<file path="config.mk">
export PLATFORM = sky130hd
export DESIGN_NAME = game_period_controller
export DESIGN_NICKNAME = d
export VERILOG_FILES = /design/src/rtl/scoreboard_pkg.sv /design/src/rtl/mmss_countdown.sv /design/src/rtl/game_period_controller.sv
export SDC_FILE = /design/constraint.sdc
export NUM_CORES = 1
export LEC_CHECK = 0
export CAP_MARGIN = 20
export CORE_UTILIZATION = 30
export DETAILED_ROUTE_END_ITERATION = 8
export GPL_TIMING_DRIVEN = 0
export SLEW_MARGIN = 20
export SYNTH_ARGS = -nofsm -noshare
export SYNTH_HDL_FRONTEND = slang
export SYNTH_SLANG_ARGS = --single-unit
</file>
<file path="constraint.sdc">
create_clock -name clock -period 5.6 [get_ports clock]
set_clock_uncertainty 0.2 [all_clocks]
set_input_delay 0.56 -clock clock [delete_from_list [all_inputs] [get_ports clock]]
set_output_delay 0.56 -clock clock [all_outputs]
set_load 0.005 [all_outputs]
</file>
<file path="src/rtl/scoreboard_pkg.sv">
// Shared definitions for the scoreboard game-clock datapath: controller states,
// default timing constants and the display's 7-segment digit patterns.
package scoreboard_pkg;

    localparam int unsigned DEF_PERIOD_MIN  = 12;
    localparam int unsigned DEF_SHOT_SEC    = 24;
    localparam int unsigned DEF_NUM_PERIODS = 4;
    localparam int unsigned DEF_HORN_TICKS  = 3;

    typedef enum logic [2:0] {
        ST_IDLE  = 3'd0,
        ST_RUN   = 3'd1,
        ST_PAUSE = 3'd2,
        ST_HORN  = 3'd3,
        ST_OVER  = 3'd4
    } state_e;

    // Segment order {g,f,e,d,c,b,a}, active high; blank for non-decimal codes.
    function automatic logic [6:0] seg7_digit(input logic [3:0] digit);
        logic [6:0] seg;
        case (digit)
            4'd0:    seg = 7'b0111111;
            4'd1:    seg = 7'b0000110;
            4'd2:    seg = 7'b1011011;
            4'd3:    seg = 7'b1001111;
            4'd4:    seg = 7'b1100110;
            4'd5:    seg = 7'b1101101;
            4'd6:    seg = 7'b1111101;
            4'd7:    seg = 7'b0000111;
            4'd8:    seg = 7'b1111111;
            4'd9:    seg = 7'b1101111;
            default: seg = 7'b0000000;
        endcase
        return seg;
    endfunction

endpackage

</file>
<file path="src/rtl/mmss_countdown.sv">
// mm:ss register pair for the period clock. Loads a start value, counts down one
// second per dec, and holds at 0:00.
module mmss_countdown #(
    parameter int unsigned RESET_MIN = 12
) (
    input  logic       clock,
    input  logic       reset,
    input  logic       load,
    input  logic [5:0] load_min,
    input  logic [5:0] load_sec,
    input  logic       dec,
    output logic [5:0] minutes,
    output logic [5:0] seconds,
    output logic       zero,
    output logic       one_left
);

    logic [5:0] r_min;
    logic [5:0] r_sec;
    logic       w_zero;

    assign w_zero = (r_min == 6'd0) && (r_sec == 6'd0);

    always_ff @(posedge clock) begin
        if (!reset) begin
            r_min <= 6'(RESET_MIN);
            r_sec <= 6'd0;
        end else if (load) begin
            r_min <= load_min;
            r_sec <= load_sec;
        end else if (dec && !w_zero) begin
            if (r_sec == 6'd0) begin
                r_sec <= 6'd59;
                r_min <= r_min - 6'd1;
            end else begin
                r_sec <= r_sec - 6'd1;
            end
        end
    end

    assign minutes  = r_min;
    assign seconds  = r_sec;
    assign zero     = w_zero;
    assign one_left = (r_min == 6'd0) && (r_sec == 6'd1);

endmodule

</file>
<file path="src/rtl/game_period_controller.sv">
// Game-clock sequencer: run/pause, mm:ss period countdown, shot clock, period
// counter and end-of-period / shot-violation horn.
module game_period_controller
    import scoreboard_pkg::*;
#(
    parameter int unsigned PERIOD_MIN  = DEF_PERIOD_MIN,
    parameter int unsigned SHOT_SEC    = DEF_SHOT_SEC,
    parameter int unsigned NUM_PERIODS = DEF_NUM_PERIODS,
    parameter int unsigned HORN_TICKS  = DEF_HORN_TICKS
) (
    input  logic       clock,
    input  logic       reset,
    // Control inputs are single-cycle, debounced pulses; there is no handshake.
    input  logic       tick,
    input  logic       start_stop,
    input  logic       new_game,
    input  logic       shot_reset,
    output logic [5:0] minutes,
    output logic [5:0] seconds,
    output logic [4:0] shot_sec,
    output logic       shot_blank,
    output logic [2:0] period,
    output logic       horn,
    output logic       running,
    output logic       game_over,
    output logic [2:0] dbg_state
);

    state_e     r_state;
    state_e     w_next_state;
    logic [4:0] r_shot;
    logic [2:0] r_period;
    logic       r_horn;
    logic [2:0] r_horn_cnt;
    logic       r_shot_viol;
    logic       r_running;
    logic       r_game_over;

    logic       w_zero;
    logic       w_one_left;
    logic       w_tick_run;
    logic       w_game_expire;
    logic       w_shot_expire;
    logic       w_horn_done;
    logic       w_last_period;
    logic       w_next_period;
    logic       w_shot_live;
    logic       w_load;
    logic [11:0] w_remaining;

    assign w_tick_run    = tick && (r_state == ST_RUN);
    assign w_game_expire = w_tick_run && w_one_left;
    // A same-cycle shot_reset reloads the shot clock, so it cannot expire then.
    assign w_shot_expire = w_tick_run && (r_shot == 5'd1) && !shot_reset && !w_game_expire;
    assign w_horn_done   = r_horn && tick && (r_horn_cnt == 3'(HORN_TICKS - 1));
    assign w_last_period = (r_period == 3'(NUM_PERIODS));
    assign w_next_period = w_horn_done && (r_state == ST_HORN) && !w_last_period;
    assign w_shot_live   = (r_state == ST_IDLE) || (r_state == ST_RUN) || (r_state == ST_PAUSE);
    assign w_load        = new_game || w_next_period;

    mmss_countdown #(
        .RESET_MIN(PERIOD_MIN)
    ) u_mmss (
        .clock    (clock),
        .reset    (reset),
        .load     (w_load),
        .load_min (6'(PERIOD_MIN)),
        .load_sec (6'd0),
        .dec      (w_tick_run && !w_zero),
        .minutes  (minutes),
        .seconds  (seconds),
        .zero     (w_zero),
        .one_left (w_one_left)
    );

    always_comb begin
        w_next_state = r_state;
        case (r_state)
            ST_IDLE:  if (start_stop) w_next_state = ST_RUN;
            ST_RUN: begin
                if (w_game_expire)
                    w_next_state = ST_HORN;
                else if (w_shot_expire || start_stop)
                    w_next_state = ST_PAUSE;
            end
            ST_PAUSE: if (start_stop) w_next_state = ST_RUN;
            ST_HORN: begin
                if (w_horn_done)
                    w_next_state = w_last_period ? ST_OVER : ST_IDLE;
            end
            ST_OVER:  w_next_state = ST_OVER;
            default:  w_next_state = ST_IDLE;
        endcase
    end

    always_ff @(posedge clock) begin
        if (!reset || new_game) begin
            r_state     <= ST_IDLE;
            r_shot      <= 5'(SHOT_SEC);
            r_period    <= 3'd1;
            r_horn      <= 1'b0;
            r_horn_cnt  <= 3'd0;
            r_shot_viol <= 1'b0;
            r_running   <= 1'b0;
            r_game_over <= 1'b0;
        end else begin
            r_state     <= w_next_state;
            r_running   <= (w_next_state == ST_RUN);
            r_game_over <= (w_next_state == ST_OVER);

            // Game expiry restarts the horn as an end-of-period horn even if a
            // shot-violation horn was still sounding.
            if (w_game_expire) begin
                r_horn      <= 1'b1;
                r_horn_cnt  <= 3'd0;
                r_shot_viol <= 1'b0;
            end else if (w_shot_expire) begin
                r_horn      <= 1'b1;
                r_horn_cnt  <= 3'd0;
                r_shot_viol <= 1'b1;
            end else if (w_horn_done) begin
                r_horn      <= 1'b0;
                r_horn_cnt  <= 3'd0;
                r_shot_viol <= 1'b0;
            end else if (r_horn && tick) begin
                r_horn_cnt  <= r_horn_cnt + 3'd1;
            end

            if (shot_reset && w_shot_live)
                r_shot <= 5'(SHOT_SEC);
            else if (w_horn_done && r_shot_viol)
                r_shot <= 5'(SHOT_SEC);
            else if (w_next_period)
                r_shot <= 5'(SHOT_SEC);
            else if (w_tick_run && (r_shot != 5'd0))
                r_shot <= r_shot - 5'd1;

            if (w_next_period)
                r_period <= r_period + 3'd1;
        end
    end

    assign w_remaining = (12'(minutes) * 12'd60) + 12'(seconds);
    assign shot_blank  = (w_remaining < 12'(SHOT_SEC));

    assign shot_sec  = r_shot;
    assign period    = r_period;
    assign horn      = r_horn;
    assign running   = r_running;
    assign game_over = r_game_over;
    assign dbg_state = r_state;

endmodule
</file>
==> results.py <==
metrics = {
    "status": {
        "status": "complete, no violations",
    },
    "cells_and_area": {
        "seq_area_um2": 600.6,
        "nNetsFinal": 351,
        "syn_to_final_growth_pct": 22.37,
        "multi_input_area_mm2": 0.001603,
        "fillCellCount": 774,
        "antennaDiodeCount": 0,
        "drive_gt1_share_pct": 7.566,
        "layout.cells.non_filler": 403,
    },
    "timing": {
        "fmax_ghz": 0.2061,
        "finalMaxSlewViolations": 0,
        "setup_viol": 0,
        "min_period_ns": 4.851,
        "tightest_slew_ns": 0.5525,
        "tns_ns": 0,
        "period_share_pct": 86.62,
        "hold_violations": 0,
        "rsz0062_at_grt": "false",
        "maxSlewHeadroom_pct": 63.16,
    },
    "yosys": {
        "syn-num-nets": 312,
        "synthDistinctLibCells": 47,
        "syn_area_mm2": 0.002327,
        "synthCells": 265,
        "seq_area_frac_synth_pct": 25.81,
        "synth-seq-cells": 30,
        "syn_area_per_cell_um2": 8.782,
        "ys_warn_count": 0,
    },
    "floorplanning": {
        "die_area_mm2": 0.008114,
        "start_util_pct": 31.58,
        "io_pins": 33,
        "core_mm2": 0.007370,
        "dieHeight_um": 90.08,
        "rows": 31,
        "die_x_um": 90.08,
    },
    "global_route": {
        "antenna_found_initial": 0,
        "grt_pass1_vias": 1778,
        "grt_use_total_pct": 12.14,
        "grt_pass1_wl_um": 8093,
        "grt_max_degree": 11,
        "overflow": 0,
    },
    "critical_path": {
        "start_kind": "register",
        "cp.required_ns": 4.84,
        "crit_slowest_cell": "dfxtp_1",
        "cp_max_fo": 8,
        "critPathKind": "register to output port",
        "critical_path.cell_chain": "fa_1 > fa_1 > inv_1 > fa_1 > inv_1 > ha_1 > o21ai_0 > nand2b_1 > xor2_1 > nor3_2 > nand4_1 > o22ai_1 > clkdlybuf4s50_1",
        "worstSetupEndpointType": "output port",
        "cp.arrival_ns": 4.09,
        "cpMostUsedCell": "fa_1",
        "critPathMaxStageDelay_ns": 0.54,
    },
    "placement": {
        "placed_cells": 396,
        "port_buffers": 32,
        "gp_congestion": 0.8207,
        "dp_hpwl_um": 3662,
    },
    "routing": {
        "drtAntennaViolNets": 0,
        "wl_um": 4626,
        "first_pass_iters": 4,
        "wire_per_inst_um": 11.48,
        "drt_iter0_markers": 92,
        "remaining_drc_errors": 0,
        "dr_total_vias": 1859,
        "viasPerCell": 4.613,
    },
    "pwr": {
        "powerDensity_mw_per_mm2": 150.7,
        "ir_drop_mv": 0.07371,
        "leakagePower_nw": 1.119,
    },
    "clock_tree": {
        "postCtsResizedCells": 0,
        "cts.sinks": 30,
        "cts_tree": "done",
        "root_buffer": "clkbuf_8",
        "path_clk_slew_ns": 0.06,
        "htreeDepth": 2,
        "insertion_delay_ns": 0.27,
        "cts_buffer_depth": 2,
        "cts_buffers": 5,
        "post_cts.repair.setup_buffers": 0,
        "cts_hold_buffers": 0,
    },
    "hold_path": {
        "hold_path.class": "register to register",
    },
    "run": {
        "cap_violations": 0,
    },
}
==> power breakdown <==
part,switching [W],internal [W]
registers,0.00000365,0.000216
logic,0.0000256,0.0000218
clock network,0.0000771,0.0000855
total,0.000106,0.000323
==> sequential cells by signal, indices dropped and copies added, names as in the netlist <==
register and count:
dbg_state 3, game_over 1, horn 1, period 3
r_horn_cnt 3, r_shot_viol 1, running 1, shot_sec 5
u_mmss.minutes 6, u_mmss.seconds 6
==> critical path, delay by kind of cell (launching register included) <==
kind	cells	cell delay, ns
adders and majority gates	4	1.82
buffers and inverters	3	0.62
DFF	1	0.54
and+or+nand+nor	3	0.41
AOI/OAI and AO/OA	2	0.25
xor gates and xnor gates	1	0.16
==> synthesized netlist by cell type, drive strengths merged <==
library cell / count / area, um^2
dfxtp: 30 / 600.6
and4: 1 / 11.26
a31o: 1 / 8.760
a211o: 1 / 8.760
o22ai: 2 / 12.51
o21ai: 9 / 48.80
nor4b: 1 / 8.760
nor3b: 1 / 7.510
and3: 3 / 20.02
a221oi: 1 / 8.760
inv: 29 / 108.9
nand2: 25 / 93.84
nor2b: 4 / 25.02
a31oi: 4 / 40.04
nand2b: 4 / 25.02
ha: 31 / 387.9
buf: 1 / 11.26
a21oi: 12 / 60.06
and4b: 1 / 10.01
nor4: 1 / 6.260
a211oi: 4 / 35.03
clkbuf: 1 / 3.750
nand3: 13 / 95.09
nor2: 35 / 148.9
a21boi: 1 / 7.510
nand4b: 1 / 15.01
o221ai: 1 / 8.760
xnor2: 13 / 113.9
xor2: 7 / 61.31
fa: 10 / 200.2
and2b: 1 / 8.760
nor3: 8 / 61.31
nand4: 3 / 18.77
mux2i: 2 / 20.02
a221o: 1 / 10.01
a21o: 2 / 15.01
==> cell families (layout without fill, tap and decap cells) <==
| group | after synthesis | after routing | share of synthesized area, % |
|---|---|---|---|
| buffers and inverters | 31 | 70 | 5.322 |
| multiplexers | 2 | 2 | 0.8602 |
| flip-flops | 30 | 30 | 25.81 |
| AO/OA/AOI/OAI | 39 | 39 | 11.34 |
| XOR/XNOR | 20 | 20 | 7.527 |
| AND/OR/NAND/NOR | 102 | 102 | 23.87 |
| adder cells (fa/ha/maj) | 41 | 41 | 25.27 |
==> placed cells by master, fill, tap and decap left out, types with 4 or more instances in the layout <==
cell type        instances
nand2b_1                 4
xor2_1                   7
inv_1                   28
nor3_1                   5
ha_1                    31
clkbuf_8                 5
fa_1                    10
xnor2_1                 13
nand3_1                 10
dfxtp_1                 30
o21ai_0                  8
nor2_1                  32
clkdlybuf4s50_1         32
nand2_1                 25
a21oi_1                 12
nor2b_1                  4
==> routing by layer <==
metal	GRT usage [%]	part of all wire, %
met5	0	0
met4	3.629	0.93
met3	2.453	3.5
met2	20.10	46
met1	15.88	50
==> through the flow <==
stage	hold slack (ns)	area [um^2]	worst slack (ns)	utilization [%]	total power, W
4_1_cts	0.3032	2848	0.7189	38.64	0.0004367
3_5_place_dp	0.2944	2771	1.026	37.61	0.0002718
6_report	0.3001	2848	0.7491	38.64	0.0004292
3_3_place_gp	0.2951	2771	1.081	37.61	0.0002708
2_1_floorplan	0.2819	2327	1.795	-	0.0002553
5_1_grt	0.3532	2848	0.4311	38.64	0.0004530
==> final timing paths <==
check                    startpoint           endpoint  slack, ns  depth (start not counted)
hold reg to reg         shot_sec[4]        shot_sec[4]       0.30                          2
hold / removal          shot_sec[4]        shot_sec[4]       0.30                          2
setup reg to reg  u_mmss.minutes[4]  u_mmss.seconds[5]       3.37                          7
setup / recovery  u_mmss.minutes[0]         shot_blank       0.75                         13
==> area by class of cell <==
class | instances | area share (%)
multi-input combinational | 204 | 56.28
sequential | 30 | 21.09
buffer | 2 | 0.5272
clock buffer | 7 | 2.680
timing repair buffer | 32 | 11.25
tap | 99 | 4.350
inverter | 29 | 3.822
Power figures use the tool's default switching activity.
